`config.mk`:
```
export PLATFORM = sky130hd
export DESIGN_NAME = drm_data2_arb
export DESIGN_NICKNAME = d
export VERILOG_FILES = /design/src/rtl/drm_arb_pkg.sv /design/src/rtl/drm_rr_arb2.sv /design/src/rtl/drm_data2_arb.sv
export SDC_FILE = /design/constraint.sdc
export NUM_CORES = 1
export LEC_CHECK = 0
export CORE_MARGIN = 3
export CORE_UTILIZATION = 30
export DETAILED_ROUTE_END_ITERATION = 7
export HOLD_SLACK_MARGIN = 0.05
export PLACE_DENSITY = 0.77
export REMOVE_ABC_BUFFERS = 1
export SYNTH_ARGS = -nofsm -noshare
export SYNTH_HDL_FRONTEND = slang
export SYNTH_SLANG_ARGS = --single-unit
```
`constraint.sdc`:
```
create_clock -name clk -period 2.2 [get_ports clk]
set_input_delay 0.55 -clock clk [delete_from_list [all_inputs] [get_ports clk]]
set_output_delay 0.55 -clock clk [all_outputs]
set_load 0.01 [all_outputs]
```
`src/rtl/drm_arb_pkg.sv`:
```
// drm_arb_pkg: shared widths and types for the drm_data2 two-master arbiter.
//   ADDR_WIDTH/DATA_WIDTH/BE_WIDTH : RAM geometry defaults (1024 x 8, one byte lane)
//   master_id_t                    : index of a requesting master (0 or 1)
//   ram_wr_t                       : bundle driven onto the RAM write port
package drm_arb_pkg;

    localparam int ADDR_WIDTH = 10;
    localparam int DATA_WIDTH = 8;
    localparam int BE_WIDTH   = DATA_WIDTH / 8;

    typedef logic master_id_t;

    typedef struct packed {
        logic                  en;
        logic [ADDR_WIDTH-1:0] addr;
        logic [DATA_WIDTH-1:0] data;
        logic [BE_WIDTH-1:0]   be;
    } ram_wr_t;

endpackage

```
`src/rtl/drm_rr_arb2.sv`:
```
// drm_rr_arb2: two-request round-robin arbiter.
//   clk, rst : clock, synchronous active-high reset (pointer -> master 0)
//   req[1:0] : request per master
//   adv      : a grant was actually taken this cycle; move the pointer
//   grant    : one-hot (or zero) grant, combinational from req and pointer
module drm_rr_arb2
    import drm_arb_pkg::*;
(
    input  logic       clk,
    input  logic       rst,
    input  logic [1:0] req,
    input  logic       adv,
    output logic [1:0] grant
);

    master_id_t ptr;   // master holding priority this cycle

    always_comb begin
        grant = 2'b00;
        if (req[ptr])
            grant[ptr] = 1'b1;
        else if (req[~ptr])
            grant[~ptr] = 1'b1;
    end

    // After a grant, priority goes to the master that did not win.
    always_ff @(posedge clk) begin
        if (rst)
            ptr <= 1'b0;
        else if (adv && (grant != 2'b00))
            ptr <= master_id_t'(grant[0]);
    end

endmodule

```
`src/rtl/drm_data2_arb.sv`:
```
// drm_data2_arb: two-master access controller for the drm_data2 simple
// dual-port RAM (1024x8, byte enable, read latency 1).
// Independent round-robin per RAM port: one write and one read per cycle.
// Read data returns to the issuing master one cycle after the handshake.
//   clk, rst         : clock and synchronous active-high reset
//   m_req_*          : per-master request channel, packed {m1,m0}
//   m_req_ready      : request accepted this cycle (combinational)
//   m_rsp_valid/rdata: read response, rdata shared and zero when not valid
//   ram_wr_*         : RAM write port
//   ram_rd_addr/data : RAM read port (no enable; address holds when idle)
// Optional build macro DRM_ARB_FWD_EN: a read hitting the address being
// written in the same cycle is granted immediately and the written bytes are
// merged into its response. Without it that read stalls one cycle.
module drm_data2_arb
    import drm_arb_pkg::*;
#(
    parameter int ADDR_WIDTH = drm_arb_pkg::ADDR_WIDTH,
    parameter int DATA_WIDTH = drm_arb_pkg::DATA_WIDTH,
    parameter int BE_WIDTH   = drm_arb_pkg::BE_WIDTH
) (
    input  logic                       clk,
    input  logic                       rst,
    input  logic [1:0]                 m_req_valid,
    output logic [1:0]                 m_req_ready,
    input  logic [1:0]                 m_req_we,
    input  logic [1:0][ADDR_WIDTH-1:0] m_req_addr,
    input  logic [1:0][DATA_WIDTH-1:0] m_req_wdata,
    input  logic [1:0][BE_WIDTH-1:0]   m_req_be,
    output logic [1:0]                 m_rsp_valid,
    output logic [DATA_WIDTH-1:0]      m_rsp_rdata,
    output logic                       ram_wr_en,
    output logic [ADDR_WIDTH-1:0]      ram_wr_addr,
    output logic [DATA_WIDTH-1:0]      ram_wr_data,
    output logic [BE_WIDTH-1:0]        ram_wr_byte_en,
    output logic [ADDR_WIDTH-1:0]      ram_rd_addr,
    input  logic [DATA_WIDTH-1:0]      ram_rd_data
);

    logic [1:0]            wr_req, rd_req, wr_gnt, rd_cand, rd_gnt;
    master_id_t            wr_id, rd_id, rsp_id;
    logic                  hazard, rsp_pend;
    logic [ADDR_WIDTH-1:0] rd_addr_q;
    logic [DATA_WIDTH-1:0] rsp_data;
    ram_wr_t               wr;

    // Nothing is granted while reset is held.
    assign wr_req = m_req_valid &  m_req_we & {2{~rst}};
    assign rd_req = m_req_valid & ~m_req_we & {2{~rst}};

    drm_rr_arb2 u_wr_arb (.clk(clk), .rst(rst), .req(wr_req), .adv(1'b1),      .grant(wr_gnt));
    drm_rr_arb2 u_rd_arb (.clk(clk), .rst(rst), .req(rd_req), .adv(|rd_gnt),   .grant(rd_cand));

    assign wr_id  = wr_gnt[1];
    assign rd_id  = rd_cand[1];
    assign hazard = (|wr_gnt) && (|rd_cand) && (m_req_addr[wr_id] == m_req_addr[rd_id]);

`ifdef DRM_ARB_FWD_EN
    assign rd_gnt = rd_cand;
`else
    // Stalled read keeps its priority (adv low) and wins next cycle.
    assign rd_gnt = hazard ? 2'b00 : rd_cand;
`endif

    assign m_req_ready = wr_gnt | rd_gnt;

    always_comb begin
        wr = '0;
        if (|wr_gnt) begin
            wr.en   = 1'b1;
            wr.addr = m_req_addr[wr_id];
            wr.data = m_req_wdata[wr_id];
            wr.be   = m_req_be[wr_id];
        end
    end

    assign ram_wr_en      = wr.en;
    assign ram_wr_addr    = wr.addr;
    assign ram_wr_data    = wr.data;
    assign ram_wr_byte_en = wr.be;
    assign ram_rd_addr    = rst ? '0 : ((|rd_gnt) ? m_req_addr[rd_id] : rd_addr_q);

`ifdef DRM_ARB_FWD_EN
    logic                  fwd_hit;
    logic [DATA_WIDTH-1:0] fwd_data;
    logic [BE_WIDTH-1:0]   fwd_be;

    // RAM returns pre-write data on a same-cycle collision; patch written lanes.
    always_comb begin
        rsp_data = ram_rd_data;
        for (int b = 0; b < BE_WIDTH; b++)
            if (fwd_hit && fwd_be[b])
                rsp_data[b*8 +: 8] = fwd_data[b*8 +: 8];
    end

    always_ff @(posedge clk) begin
        if (rst) begin
            fwd_hit  <= 1'b0;
            fwd_data <= '0;
            fwd_be   <= '0;
        end else begin
            fwd_hit  <= hazard;
            fwd_data <= m_req_wdata[wr_id];
            fwd_be   <= m_req_be[wr_id];
        end
    end
`else
    assign rsp_data = ram_rd_data;
`endif

    always_ff @(posedge clk) begin
        if (rst) begin
            rd_addr_q <= '0;
            rsp_pend  <= 1'b0;
            rsp_id    <= 1'b0;
        end else begin
            if (|rd_gnt)
                rd_addr_q <= m_req_addr[rd_id];
            rsp_pend <= |rd_gnt;
            rsp_id   <= rd_id;
        end
    end

    // A response due in a reset cycle is dropped.
    assign m_rsp_valid = (rsp_pend && !rst) ? {rsp_id, ~rsp_id} : 2'b00;
    assign m_rsp_rdata = (m_rsp_valid != 2'b00) ? rsp_data : '0;

endmodule

```
==> results of run 1 <==
through the flow:
stage	area, sq um	hold WS (ns)	total power (W)	util [%]	setup WS (ns)
6_report	3210	0.504	0.00110	85.2	-0.620
5_1_grt	3210	0.527	0.00115	85.2	-0.706
4_1_cts	2860	0.484	0.00100	75.9	-0.464
3_5_place_dp	2410	0.475	0.000679	63.8	-1.15
3_3_place_gp	2410	0.470	0.000675	63.8	-1.11
2_1_floorplan	1140	0.469	0.000419	-	-0.154
sequential cells by signal (all words and copies together) (netlist names):
register and count:
u_wr_arb.ptr 1, rsp_id 1, u_rd_arb.ptr 1, rd_addr_q 10, rsp_pend 1
routing by layer:
| metal | vias up | routed length, um | track usage [%] |
|---|---|---|---|
| li1 | 881 | - | - |
| met1 | 868 | 2340 | 24.7 |
| met2 | 107 | 3220 | 42.8 |
| met3 | 25 | 455 | 4.64 |
| met4 | 0 | 266 | 6.94 |
| met5 | - | 0 | 0 |
worst max-delay path, delay by kind of cell:
kind,cells,cell delay [ns]
muxes,1,0.23
xor gates and xnor gates,1,0.28
and+or+nand+nor,2,0.42
AOI/OAI and AO/OA,1,0.10
buffers and inverters,4,0.69
how the worst min path moves through the flow:
stage	slack [ns]	endpoint	start	depth (start not counted)
final	0.50	rd_addr_q[8]	rd_addr_q[8]	2
after global routing	0.53	rd_addr_q[9]	rd_addr_q[9]	2
after CTS	0.48	rd_addr_q[9]	rd_addr_q[9]	2
after detailed placement	0.48	rd_addr_q[8]	rd_addr_q[8]	2
after global placement	0.47	rd_addr_q[9]	rd_addr_q[9]	2
after floorplan	0.47	u_rd_arb.ptr	u_rd_arb.ptr	2
synthesized netlist by cell type:
master,instances,area share [%]
sky130_fd_sc_hd__nand2b_1,13,6.7
sky130_fd_sc_hd__buf_12,1,1.7
sky130_fd_sc_hd__nand4_1,2,1.0
sky130_fd_sc_hd__xor2_1,1,0.73
sky130_fd_sc_hd__inv_1,4,1.2
sky130_fd_sc_hd__nand3_1,2,0.83
sky130_fd_sc_hd__nand2_1,42,13
sky130_fd_sc_hd__buf_6,1,0.93
sky130_fd_sc_hd__or3_2,1,0.62
sky130_fd_sc_hd__xnor2_1,9,6.5
sky130_fd_sc_hd__o221a_2,1,0.93
sky130_fd_sc_hd__buf_2,1,0.41
sky130_fd_sc_hd__dfxtp_1,14,23
sky130_fd_sc_hd__nor4_4,1,1.8
sky130_fd_sc_hd__a21oi_1,21,8.7
sky130_fd_sc_hd__a211o_4,1,1.5
sky130_fd_sc_hd__nor2b_1,3,1.6
sky130_fd_sc_hd__clkbuf_1,5,1.6
sky130_fd_sc_hd__o21ai_0,2,0.83
sky130_fd_sc_hd__nor2_1,3,0.93
sky130_fd_sc_hd__nor3_2,2,1.7
sky130_fd_sc_hd__or3_1,1,0.52
sky130_fd_sc_hd__buf_4,1,0.62
sky130_fd_sc_hd__a31oi_1,1,0.52
sky130_fd_sc_hd__mux2i_1,20,17
sky130_fd_sc_hd__a21o_1,1,0.62
sky130_fd_sc_hd__and2_1,9,4.7
final cells by class:
cell class	count	area, sq um
clock buffers	4	55.1
well taps	48	60.1
inverters	4	15.0
fillers	191	559
repair buffers	171	1480
flip-flops and latches	14	280
multi-input cells	137	1320
kinds of logic after synthesis:
family	after synthesis	share of synthesized area, %
AO/OA/AOI/OAI	27	13.1
XOR/XNOR	10	7.26
buffers and inverters	13	6.43
flip-flops	14	23.2
multiplexers	20	16.6
AND/OR/NAND/NOR	79	33.4
power by group through the flow:
stage          registers [W]  clock network (W)  logic (W)
2_1_floorplan       0.000285                  0   0.000135
3_3_place_gp        0.000285                  0   0.000390
3_5_place_dp        0.000286                  0   0.000393
4_1_cts             0.000282           0.000256   0.000462
5_1_grt             0.000284           0.000277   0.000587
6_report            0.000283           0.000265   0.000557
repair_timing:
action,CTS,global route
resized for setup,313,72
pin swaps,37,24
setup endpoints to repair,42,32
cloned,4,1
buffers inserted,28,16
==> qor.log, run 1 <==
qor: status.status complete, but fails checks
qor: status.violations_in_the_final_reports setup timing
qor: power.power_frac_seq 25.6%
qor: timing.finalSetupViolCount 31
qor: power.max-vdd-ir-drop 0.217 mV
qor: timing.finalHoldViolCount 0
qor: worst_setup_path.cp_max_fo 4
qor: timing.worst_slew_pin_slew 0.243 ns
qor: floorplan.rows 22
qor: final_layout.final_cell_count_no_fill 378
qor: synthesis.yosysSeqAreaShare 23.2%
qor: timing.final.setup.worst_slack -0.620 ns
qor: placement.count_of_input_and_output_buffers 93
qor: timing.timing.fmax 355 MHz
qor: worst_setup_path.cp-end-kind primary output
qor: timing.fin_skew 0.00490 ns
qor: floorplan.initial_utilization 32.0%
qor: drt.postRouteWirelength 6280 um
qor: timing.tns -8.30 ns
qor: drt.routed-via-count 1,881
qor: floorplan.core-area 3770 sq um
qor: placement.detailedPlacementHpwl 3410 um
qor: final_layout.antennaDiodeCount 0
qor: final_layout.area_growth 166%
qor: grt.grt_first_pass_wirelength 8910 um
qor: power.netsw 0.000357 W
qor: worst_setup_path.crit-reg2reg-capture rd_addr_q[1]
qor: worst_setup_path.reg2reg_depth 6
qor: synthesis.yosysWarningCount 0
qor: worst_setup_path.cp-endpoint ram_rd_addr[4]
qor: worst_setup_path.regToRegStartpoint u_rd_arb.ptr
qor: clock_network.clock_insertion_delay_worst_skew 0.26 ns
qor: grt.number_of_global_route_vias_before_repair 1,941
qor: synthesis.number_of_distinct_library_cells_after_synthesis 27
qor: drt.first_pass_iters 4
qor: clock_network.clk_transition_reported_paths 0.07 ns
qor: worst_setup_path.setup.worst_path.start_class input pin
qor: timing.slew_violations 0
qor: final_layout.final_cell_mix 45 x sky130_fd_sc_hd__buf_4, 40 x sky130_fd_sc_hd__buf_2, 35 x sky130_fd_sc_hd__buf_6
qor: floorplan.die_height 69.4 um
qor: drt.number_of_routed_nets_with_antenna_violations 0
qor: floorplan.boundaryPins 94
qor: clock_network.postCtsHoldBufs 0
qor: worst_setup_path.timing.critical_path.arrival 2.27 ns
qor: timing.grt_setup_unrepaired yes
qor: grt.global_route.usage.total 22.6%
qor: power.clkPwrFrac 24.0%
qor: power.power_switching_share 32.3%
qor: grt.grt_residual_overflow 0
qor: clock_network.cts_tree yes
qor: hold_path.hp-class reg2reg
qor: clock_network.htreeDepth 1
qor: power.internal_power 0.000748 W
qor: worst_setup_path.cell_by_cell_listing_of_the_critical_path clkdlybuf4s15_1 -> xnor2_1 -> nand4_1 -> nor4_4 -> buf_4 -> a211o_4 -> buf_6 -> mux2i_2 -> buf_2
qor: timing.finalWorstPathRequiredPeriod 2.82 ns
qor: timing.slew-limit-headroom 83.4%
qor: synthesis.post_synth_instance_area 1210 sq um
qor: worst_setup_path.r2r_slack 0.75 ns
qor: final_layout.layout_commonest_cell sky130_fd_sc_hd__buf_4
qor: synthesis.postSynthRegisterBits 14
qor: worst_setup_path.slowest_delay 0.28 ns
qor: worst_setup_path.required 1.65 ns
qor: final_layout.layout-drive-gt1-share 67.6%
qor: clock_network.cts.sinks 14
qor: power.combinationalPowerShare 50.4%
qor: synthesis.synthCells 163
qor: floorplan.dieArea 4820 sq um
qor: grt.antenna_violations_before_repair 0
qor: power.power_leakage 1.57 nW
qor: synthesis.syn-mean-instance-area 7.40 sq um
qor: drt.drt-wirelength-per-cell 16.6 um
qor: drt.avgViaCountPerCell 4.98
qor: drt.first_iter_violations 62
qor: clock_network.cts.path.max_buffers 2
qor: placement.globalplace.congestion 0.913
qor: worst_setup_path.worstSetupPathType in2out
qor: floorplan.die_width 69.4 um
qor: placement.dp.cells 328
qor: clock_network.cts-root-buf sky130_fd_sc_hd__clkbuf_8
qor: worst_setup_path.critical_path.slowest_cell sky130_fd_sc_hd__xnor2_1
qor: grt.largest_net_degree_at_the_start_of_global_routing 17
qor: run.max-cap-violations 0
qor: clock_network.numCtsBuffers 3
qor: worst_setup_path.critPathLaunch m_req_addr[17]
qor: timing.layout_worst_path_cycle_share 128%
qor: drt.drc 0
qor: final_layout.nNetsFinal 383
qor: power.powerDensity 344 nW/um^2
(Power assumes the default switching activity.)
==> run 2, diff against run 1 <==
--- a/config.mk
+++ b/config.mk
@@ -8,7 +8,6 @@
 export CORE_MARGIN = 3
 export CORE_UTILIZATION = 30
 export DETAILED_ROUTE_END_ITERATION = 7
-export HOLD_SLACK_MARGIN = 0.05
 export PLACE_DENSITY = 0.77
 export REMOVE_ABC_BUFFERS = 1
 export SYNTH_ARGS = -nofsm -noshare
==> results of run 2 <==
Same layout as run 1: the final DEF is identical, and so are final timing and power.
==> run 3, diff against run 2 <==
--- a/config.mk
+++ b/config.mk
@@ -5,7 +5,6 @@
 export SDC_FILE = /design/constraint.sdc
 export NUM_CORES = 1
 export LEC_CHECK = 0
-export CORE_MARGIN = 3
 export CORE_UTILIZATION = 30
 export DETAILED_ROUTE_END_ITERATION = 7
 export PLACE_DENSITY = 0.77
==> qor.log, run 3 (same netlist as run 1, synthesis figures left out) <==
qor: final_layout.area_growth 153%
qor: clock_network.cts.path.max_buffers 2 [unchanged]
qor: worst_setup_path.reg2reg_depth 7 [+1]
qor: drt.routed-via-count 1,890 [+0.48%]
qor: timing.tns -7.90 ns [+0.400 ns]
qor: timing.final.setup.worst_slack -0.541 ns [+0.0788 ns]
qor: floorplan.die_width 65.4 um [-5.8%]
qor: final_layout.largest_reg_flops 10 [unchanged]
qor: timing.worst_slew_pin_slew 0.352 ns [+0.109 ns]
qor: grt.number_of_global_route_vias_before_repair 1,875 [-3.4%]
qor: clock_network.clock_insertion_delay_worst_skew 0.24 ns [-0.02 ns]
qor: power.clkPwrFrac 23.6% [-0.4 points]
qor: floorplan.core-area 3770 sq um [unchanged]
qor: worst_setup_path.worstSetupPathType in2out
qor: clock_network.cts_tree yes
qor: drt.drt-wirelength-per-cell 16.5 um [-0.54%]
qor: worst_setup_path.cp-end-kind primary output
qor: worst_setup_path.setup.worst_path.start_class input pin
qor: grt.largest_net_degree_at_the_start_of_global_routing 16 [-1]
qor: timing.finalHoldViolCount 0 [unchanged]
qor: hold_path.worst_hold_path_depth 2 [unchanged]
qor: placement.detailedPlacementHpwl 3260 um [-4.5%]
qor: power.power_leakage 1.48 nW [-5.2%]
qor: worst_setup_path.crit-reg2reg-capture rd_addr_q[3]
qor: final_layout.layout_commonest_cell sky130_fd_sc_hd__buf_2
qor: timing.layout_worst_path_cycle_share 125% [-3.6 points]
qor: drt.number_of_routed_nets_with_antenna_violations 0 [unchanged]
qor: drt.postRouteWirelength 6100 um [-2.9%]
qor: status.status complete, but fails checks
qor: grt.global_route.usage.total 26.4% [+3.9 points]
qor: worst_setup_path.r2r_slack 0.67 ns [-0.08 ns]
qor: hold_path.hold-path-endpoint rd_addr_q[4]
qor: worst_setup_path.slowest_delay 0.25 ns [-0.03 ns]
qor: grt.antenna_violations_before_repair 0 [unchanged]
qor: status.violations_in_the_final_reports setup timing
qor: floorplan.dieArea 4280 sq um [-11%]
qor: worst_setup_path.critical_path.slowest_cell sky130_fd_sc_hd__nor4_4
qor: placement.count_of_input_and_output_buffers 93 [unchanged]
qor: final_layout.antennaDiodeCount 0 [unchanged]
qor: hold_path.hp-start rd_addr_q[4]
qor: grt.grt_first_pass_wirelength 8650 um [-3.0%]
qor: clock_network.cts-root-buf sky130_fd_sc_hd__clkbuf_8
qor: floorplan.die_height 65.4 um [-5.8%]
qor: worst_setup_path.timing.critical_path.arrival 2.19 ns [-0.08 ns]
qor: worst_setup_path.regToRegStartpoint u_rd_arb.ptr
qor: worst_setup_path.cp_max_fo 6 [+2]
qor: floorplan.boundaryPins 94 [unchanged]
qor: power.internal_power 0.000725 W [-3.0%]
qor: clock_network.htreeDepth 1 [unchanged]
qor: power.netsw 0.000333 W [-6.7%]
qor: drt.avgViaCountPerCell 5.12 [+2.9%]
qor: floorplan.initial_utilization 32.0% [unchanged]
qor: final_layout.registers.top_by_ff_count rd_addr_q
qor: power.max-vdd-ir-drop 0.187 mV [-14%]
qor: final_layout.layout-drive-gt1-share 65.1% [-2.5 points]
qor: timing.fin_worst_hold_slack 0.498 ns [-0.00593 ns]
qor: clock_network.numCtsBuffers 3 [unchanged]
qor: final_layout.final_cell_mix 41 x sky130_fd_sc_hd__buf_2, 40 x sky130_fd_sc_hd__buf_4, 35 x sky130_fd_sc_hd__buf_6
qor: timing.timing.fmax 365 MHz [+2.9%]
qor: worst_setup_path.cell_by_cell_listing_of_the_critical_path clkdlybuf4s15_2 -> xnor2_1 -> nand4_1 -> nor4_4 -> buf_4 -> a211o_4 -> buf_6 -> mux2i_2 -> buf_2
qor: run.max-cap-violations 0 [unchanged]
qor: drt.first_iter_violations 78 [+26%]
qor: final_layout.nNetsFinal 374 [-2.3%]
qor: power.powerDensity 347 nW/um^2 [+0.86%]
qor: timing.grt_setup_unrepaired yes
qor: drt.first_pass_iters 4 [unchanged]
qor: clock_network.cts.sinks 14 [unchanged]
qor: power.combinationalPowerShare 49.7% [-0.7 points]
qor: clock_network.clk_transition_reported_paths 0.06 ns [about the same]
qor: timing.slew-limit-headroom 75.9% [-7.5 points]
qor: power.power_switching_share 31.5% [-0.85 points]
qor: drt.drc 0 [unchanged]
qor: worst_setup_path.required 1.65 ns [about the same]
qor: grt.grt_residual_overflow 0 [unchanged]
qor: hold_path.hp-class reg2reg
qor: timing.finalSetupViolCount 31 [unchanged]
qor: timing.slew_violations 0 [unchanged]
qor: timing.fin_skew 0.00352 ns [-0.00138 ns]
qor: timing.finalWorstPathRequiredPeriod 2.74 ns [-0.0788 ns]
qor: power.power_frac_seq 26.7% [+1.1 points]
qor: floorplan.rows 22 [unchanged]
qor: placement.globalplace.congestion 0.754 [-18%]
==> run 3: changes by cell type in the layout (fill, tap and decap cells not counted), moves of 3 or more <==
cell,previous run,this run
sky130_fd_sc_hd__buf_4,45,40
sky130_fd_sc_hd__a21oi_1,2,5
sky130_fd_sc_hd__mux2i_2,12,8
sky130_fd_sc_hd__nand2_4,17,10
sky130_fd_sc_hd__a21oi_2,19,15
sky130_fd_sc_hd__mux2i_1,7,11
sky130_fd_sc_hd__nand2_2,12,21
==> run 3: how the worst max path moves through the flow <==
stage / start / end / slack (ns) / depth (start not counted)
2_1_floorplan: m_req_we[1] / ram_rd_addr[0] / -0.15 / 5
3_3_place_gp: m_req_we[1] / ram_rd_addr[4] / -1.21 / 7
3_5_place_dp: m_req_we[1] / ram_rd_addr[7] / -1.20 / 7
4_1_cts: m_req_addr[19] / ram_rd_addr[1] / -0.46 / 9
5_1_grt: m_req_addr[7] / ram_rd_addr[8] / -0.59 / 9
6_report: m_req_addr[7] / ram_rd_addr[1] / -0.54 / 9
==> run 3: timing repair <==
item | 4_1_cts | 5_1_grt
resized for setup | 324 | 54
pin swaps | 37 | 29
endpoints found under the setup margin | 42 | 32
hold buffers | 0 | 0
setup buffers | 26 | 5
gates cloned | 4 | 0
==> run 3: power groups by stage <==
stage          clock network, W  registers [W]  logic [W]
6_report               0.000249       0.000283   0.000526
5_1_grt                0.000263       0.000284   0.000553
4_1_cts                0.000250       0.000282   0.000454
3_5_place_dp                  0       0.000286   0.000389
3_3_place_gp                  0       0.000285   0.000386
2_1_floorplan                 0       0.000285   0.000135
==> run 3: final cells by class <==
type	count	area, sq um
fill	219	721
multi-input combinational	137	1260
inverter	4	15.0
timing repair buffer	162	1380
tap	48	60.1
clock buffer	4	55.1
sequential	14	280
==> run 3: stage by stage <==
stage / area (sq um) / utilization [%] / setup WS [ns] / total power, W / cells
after floorplan: 1140 / - / -0.154 / 0.000419 / 154
after global placement: 2400 / 63.6 / -1.21 / 0.000672 / 330
after detailed placement: 2400 / 63.6 / -1.20 / 0.000675 / 330
after CTS: 2830 / 75.0 / -0.463 / 0.000986 / 364
after global routing: 3050 / 80.9 / -0.594 / 0.00110 / 369
final: 3050 / 80.9 / -0.541 / 0.00106 / 369
==> run 3: worst max-delay path, delay by kind of cell <==
kind	cells	cell delay, ns
buffers and inverters	4	0.67
muxes	1	0.23
and+or+nand+nor	2	0.43
AOI/OAI and AO/OA	1	0.15
xor gates and xnor gates	1	0.14
==> run 3: routing by layer <==
metal	track usage [%]	vias up	routed length [um]
met1	28.1	890	2240
li1	-	866	-
met5	0	-	0
met3	5.21	23	426
met4	9.24	0	243
met2	50.8	111	3190
==> RTL edit 1, RTL diff (settings of run 2) <==
Build with the macro `DRM_ARB_FWD_EN` defined.
--- a/src/rtl/drm_data2_arb.sv
+++ b/src/rtl/drm_data2_arb.sv
@@ -11,6 +11,8 @@
 // Optional build macro DRM_ARB_FWD_EN: a read hitting the address being
 // written in the same cycle is granted immediately and the written bytes are
 // merged into its response. Without it that read stalls one cycle.
+`define DRM_ARB_FWD_EN
+
 module drm_data2_arb
     import drm_arb_pkg::*;
 #(
Function: changed (a bounded check fails within 4 cycles, from zero or initial values and one cycle with rst high).
==> RTL edit 1 against run 2 <==
The flow still finishes with violations (setup timing). Maximum frequency up 17%. Power is 25% higher. Sequential cell count up 10. First-iteration DRC count shrank 40%. Sequential share of layout area rose by 4.6 points. Area after synthesis rose by 33%. Core utilization is 15 points lower. Routed wire length increased by 12%. Via count increased by 17%. Cell area up 13%. Count of clock-buffer cells in the layout stayed put. Worst setup slack better by 0.41 ns. Largest power group unchanged. Highest routed layer unchanged.
==> RTL edit 1: results (changes against run 2) <==
| Metric | Value |
|---|---|
| Critical-path top delay cell | `a311oi_4` |
| R2R Path End | `fwd_be` |
| Sequential element share of the synthesized area | `0.299 (+0.0665)` |
| GR Util met1 | `0.225 (-0.0221)` |
| GPL Wtd Cong | `0.847 (-7.2%)` |
| Status | `complete, but fails checks` |
| Critical Path Fanout Max | `6 (+2)` |
| Leak Pwr | `1.68 nW (+7.1%)` |
| All-Layer GR Usage | `0.215 (-0.0108)` |
| Worst hold start | `rd_addr_q[4]` |
| VDD IR max | `305 uV (+40%)` |
| Via/cell ratio | `4.88 (-2.0%)` |
| Worst setup margin | `-0.211 ns (+0.408 ns)` |
| FILL cells | `414 (+120%)` |
| Count of cell types in the netlist | `36 (+33%)` |
| Met2 Use GR | `0.420 (-0.00793)` |
| Failing checks | `setup timing` |
| Dpl hpwl | `4350 microns (+28%)` |
| Worst EP arrival | `1.86 ns (-0.41 ns)` |
| Net count reported at finish | `434 (+13%)` |
| Vias in the first global route | `2,326 (+20%)` |
| Finish-stage setup viols | `29 (-6.5%)` |
| Largest net degree at the start of global routing | `14 (-3)` |
| Final core utilization | `0.705 (-0.146)` |
| Worst rel slew slack | `0.782 (-0.0515)` |
## RTL edit 1: cell types whose count changed after synthesis, moves of 9 or more
cell,delta
a211oi_1,+10
nor2_1,+39
and2_1,-9
nand2_1,-31
dfxtp_1,+10
nand2b_1,-9
## RTL edit 1: worst max path at each step
stage                   start        endpoint  slack, ns  cells after the start
6_report          m_req_we[0]  ram_wr_data[5]      -0.21                      9
5_1_grt           m_req_we[0]  ram_wr_data[2]      -0.27                      9
4_1_cts           m_req_we[0]  ram_wr_data[6]      -0.22                      9
3_5_place_dp   m_req_valid[0]  ram_rd_addr[3]      -1.08                      6
3_3_place_gp   m_req_valid[0]  ram_rd_addr[8]      -1.06                      6
2_1_floorplan  m_req_valid[1]  ram_wr_byte_en      -0.71                      4
## RTL edit 1: logic make-up after synthesis
group                  Yosys count  share of synthesized area
AND/OR/NAND/NOR                 92                      0.297
multiplexers                    27                      0.168
AO/OA/AOI/OAI                   36                      0.152
XOR/XNOR                         4                     0.0218
flip-flops                      24                      0.299
buffers and inverters           21                     0.0630
## RTL edit 1: per-stage QoR
| step | worst slack [ns] | std cells | setup TNS, ns | hold slack [ns] |
|---|---|---|---|---|
| after CTS | -0.224 | 446 | -3.55 | 0.530 |
| after floorplan | -0.706 | 189 | -18.58 | 0.467 |
| after global placement | -1.06 | 409 | -37.70 | 0.486 |
| after global routing | -0.273 | 451 | -5.53 | 0.520 |
| final | -0.211 | 451 | -3.71 | 0.510 |
| after detailed placement | -1.08 | 409 | -39.47 | 0.494 |
## RTL edit 1: cell type report
class                   instances  area share
inverters                       6     0.00621
repair buffers                188       0.458
clock buffers                   4      0.0152
well taps                      70      0.0242
flip-flops and latches         24       0.134
multi-input cells             159       0.363
## RTL edit 1: repair_timing
item	CTS	global route
cloned	3	1
endpoints found under the setup margin	43	32
pin swaps	11	16
resized for setup	214	42
buffers inserted	30	9
## RTL edit 1: power by group through the flow
stage | Sequential [mW] | Clock (mW) | Combinational, mW
after floorplan | 0.482 | 0 | 0.155
after global placement | 0.483 | 0 | 0.459
after detailed placement | 0.484 | 0 | 0.467
after CTS | 0.476 | 0.322 | 0.547
after global routing | 0.481 | 0.337 | 0.638
final | 0.477 | 0.308 | 0.599
## RTL edit 1: tightest hold or removal path, stage by stage, from the launching register on
cell and delay (ns):
dfxtp_1 0.32, nor2_2 0.11, a211oi_2 0.05
## RTL edit 1: per-layer routing
metal / wire [microns] / up-vias
met2: 3690 / 97
li1: - / 1067
met5: 0 / -
met3: 642 / 8
met4: 73 / 0
met1: 2610 / 1027
==> RTL edit 2, RTL diff (settings of run 2) <==
Without the edit above. `ADDR_WIDTH`: 10 -> 9.
--- a/src/rtl/drm_arb_pkg.sv
+++ b/src/rtl/drm_arb_pkg.sv
@@ -4,7 +4,7 @@
 //   ram_wr_t                       : bundle driven onto the RAM write port
 package drm_arb_pkg;
 
-    localparam int ADDR_WIDTH = 10;
+    localparam int ADDR_WIDTH = 9;
     localparam int DATA_WIDTH = 8;
     localparam int BE_WIDTH   = DATA_WIDTH / 8;
 
Ports: changed (resized m_req_addr, ram_rd_addr and ram_wr_addr); port bits go from 94 to 90. No check against the original RTL was run, so the function may have changed too.
==> RTL edit 2 against run 2 <==
The run still ends with setup timing left. Sequential cell count shrank 1. Worst setup slack improved by 0.048 ns. Cell area down 7.0%. Power shrank 6.1%. Routed wire length rose by 11%. Combinational power fell by 1%. Global-route usage grew 2.3 points. Area after synthesis fell by 4.4%. Critical path type unchanged. Critical endpoint is now ram_rd_addr[6]. Largest power group unchanged.
==> RTL edit 2: results (changes against run 2) <==
| Metric | Value |
|---|---|
| Vias in the first global route | `1,866 (-3.9%)` |
| Setup tns final | `-9.16 ns (-0.867 ns)` |
| All-Layer GR Usage | `0.248 (+0.0227)` |
| Synth Warn # | `0 (unchanged)` |
| I/O Buffers | `89 (-4.3%)` |
| Worst slew pin tran | `0.366 ns (+0.123 ns)` |
| Critical Path Fanout Max | `5 (+1)` |
| Status | `complete, but fails checks` |
| Clock skew | `0.00240 ns (-0.00250 ns)` |
| WHS Endpoint | `rd_addr_q[0]` |
| Ranking of synthesized cells by area | `dfxtp_1 23%, mux2i_1 16%, nand2_1 12%` |
| Metal3 WL | `685 microns (+51%)` |
| Syn_area_per_cell | `7.26 sq um (-2.0%)` |
| First-pass GRT wire length | `8540 microns (-4.3%)` |
| M1 WL | `2230 microns (-4.6%)` |
| DRT Wirelength | `6960 microns (+11%)` |
| Worst hold path class | `reg2reg` |
| Worst hold start | `rd_addr_q[0]` |
| Worst EP arrival | `2.22 ns (-0.05 ns)` |
| Clk slew on worst S/H paths | `0.06 ns` |
| VDD IR max | `200 uV (-7.6%)` |
| Finish-stage setup viols | `30 (-3.2%)` |
| GPL Wtd Cong | `0.830 (-9.2%)` |
| Top Family by Delay on Critical Path | `simple AND/OR/NAND/NOR gates` |
| Inst Count DP | `317 (-3.4%)` |
| Sw Ratio | `0.346 (+0.0223)` |
| Via/cell ratio | `5.22 (+4.9%)` |
| Reg with most FFs | `rd_addr_q` |
| Cell Count, Final, Fillers Out | `361 (-4.5%)` |
| Mux share of post-synthesis cell area | `0.156 (-0.00979)` |
| CTS Buffer Depth | `2 (unchanged)` |
| Fraction of registers with async set/reset | `0 (unchanged)` |
| # diodes | `0 (unchanged)` |
| Root buf cell | `clkbuf_8` |
| TritonRoute pass-1 iters | `7 (+3)` |
| Count of cell types in the netlist | `30 (+11%)` |
| Synth Area in Compound Gates | `0.118 (-0.0125)` |
| Failing checks | `setup timing` |
| Worst setup margin | `-0.572 ns (+0.0479 ns)` |
| Post-Synth XOR/XNOR Area | `0.0759 (+0.00331)` |
| Critical-path top delay cell | `nor4_1` |
| Sequential element share of the synthesized area | `0.226 (-0.00677)` |
| Net count reported at finish | `366 (-4.4%)` |
| FF-to-FF path depth | `6 (unchanged)` |
| Met2 wire len | `3630 microns (+13%)` |
| R2R Path End | `rd_addr_q[5]` |
| Top sig layer | `met4` |
| Leak Pwr | `1.43 nW (-8.7%)` |
| Num CTS Buffers | `3 (unchanged)` |
| DRT iter0 DRCs | `88 (+42%)` |
| H-tree depth | `1 (unchanged)` |
| Reg-to-reg slack, setup | `0.52 ns (-0.23 ns)` |
| Ys flop type | `dfxtp_1` |
| Layout cells sized above 1 | `0.667 (-0.00909)` |
| Largest net degree at the start of global routing | `11 (-6)` |
| Synth top cells by count | `38 x nand2_1, 20 x a21oi_1, 18 x mux2i_1` |
| Max FFs per register | `9 (-1)` |
| Clk Latency, worst-skew pair | `0.25 ns` |
| Critical Path Max Stage Delay | `0.32 ns (+0.04 ns)` |
| Dpl hpwl | `3340 microns (-2.1%)` |
RTL edit 2: cell count changes in the layout (fill, tap and decap cells not counted), moves of 3 or more:
cell,run 2,this run
buf_2,40,43
xnor2_4,3,0
nand2b_1,11,2
xor2_2,0,7
buf_6,35,28
or2b_2,0,7
nand2_1,13,8
nor4_1,0,3
clkbuf_2,4,0
xnor2_2,5,1
mux2i_2,12,6
mux2i_1,7,11
RTL edit 2: repair_timing:
action	in CTS	in global routing
setup buffers	28	14
cloned	2	1
gates resized for setup	313	63
hold buffers	0	0
setup endpoints to repair	40	31
pin swaps	53	34
RTL edit 2: per-layer routing:
layer  global-route usage  vias to the layer above
met5                    0                        -
met4               0.0993                        0
met3               0.0673                       39
met2                0.490                      145
met1                0.238                      861
li1                     -                      839
RTL edit 2: final cells by class:
type	count	area, sq um
inverter	4	15.0
timing repair buffer	161	1340
sequential	13	260
clock inverter	1	5.00
clock buffer	3	41.3
fill	206	534
multi-input combinational	133	1260
tap	46	57.6
RTL edit 2: stage by stage:
step	power, mW	worst slack (ns)	area, sq um	util	hold WS [ns]
3_5_place_dp	0.638	-1.21	2290	0.650	0.487
4_1_cts	0.934	-0.372	2680	0.760	0.531
6_report	1.04	-0.572	2990	0.848	0.564
3_3_place_gp	0.633	-1.19	2290	0.650	0.493
2_1_floorplan	0.388	-0.560	1100	-	0.469
5_1_grt	1.07	-0.597	2990	0.848	0.574
RTL edit 2: tightest hold or removal path: stages, from the launching register on:
cell	delay [ns]
dfxtp_1	0.29
or2b_2	0.15
mux2i_2	0.07
RTL edit 2: cells by family after synthesis:
logic type,count (synthesis)
AND/OR/NAND/NOR,79
AO/OA/AOI/OAI,26
multiplexers,18
flip-flops,13
buffers and inverters,13
XOR/XNOR,10
RTL edit 2: how the worst max path moves through the flow:
stage,from,endpoint,slack (ns),cells after the start
2_1_floorplan,m_req_we[1],ram_rd_addr[0],-0.56,4
3_5_place_dp,m_req_addr[15],ram_rd_addr[0],-1.21,8
4_1_cts,m_req_addr[15],ram_rd_addr[0],-0.37,8
6_report,m_req_addr[11],ram_rd_addr[6],-0.57,8
5_1_grt,m_req_addr[11],ram_rd_addr[6],-0.60,8
3_3_place_gp,m_req_addr[15],ram_rd_addr[8],-1.19,8
RTL edit 2: power groups by stage:
| stage | Clock, mW | Combinational [mW] | Sequential [mW] |
|---|---|---|---|
| after CTS | 0.221 | 0.452 | 0.260 |
| after detailed placement | 0 | 0.373 | 0.265 |
| final | 0.225 | 0.551 | 0.261 |
| after global routing | 0.234 | 0.577 | 0.263 |
| after global placement | 0 | 0.370 | 0.263 |
| after floorplan | 0 | 0.126 | 0.263 |
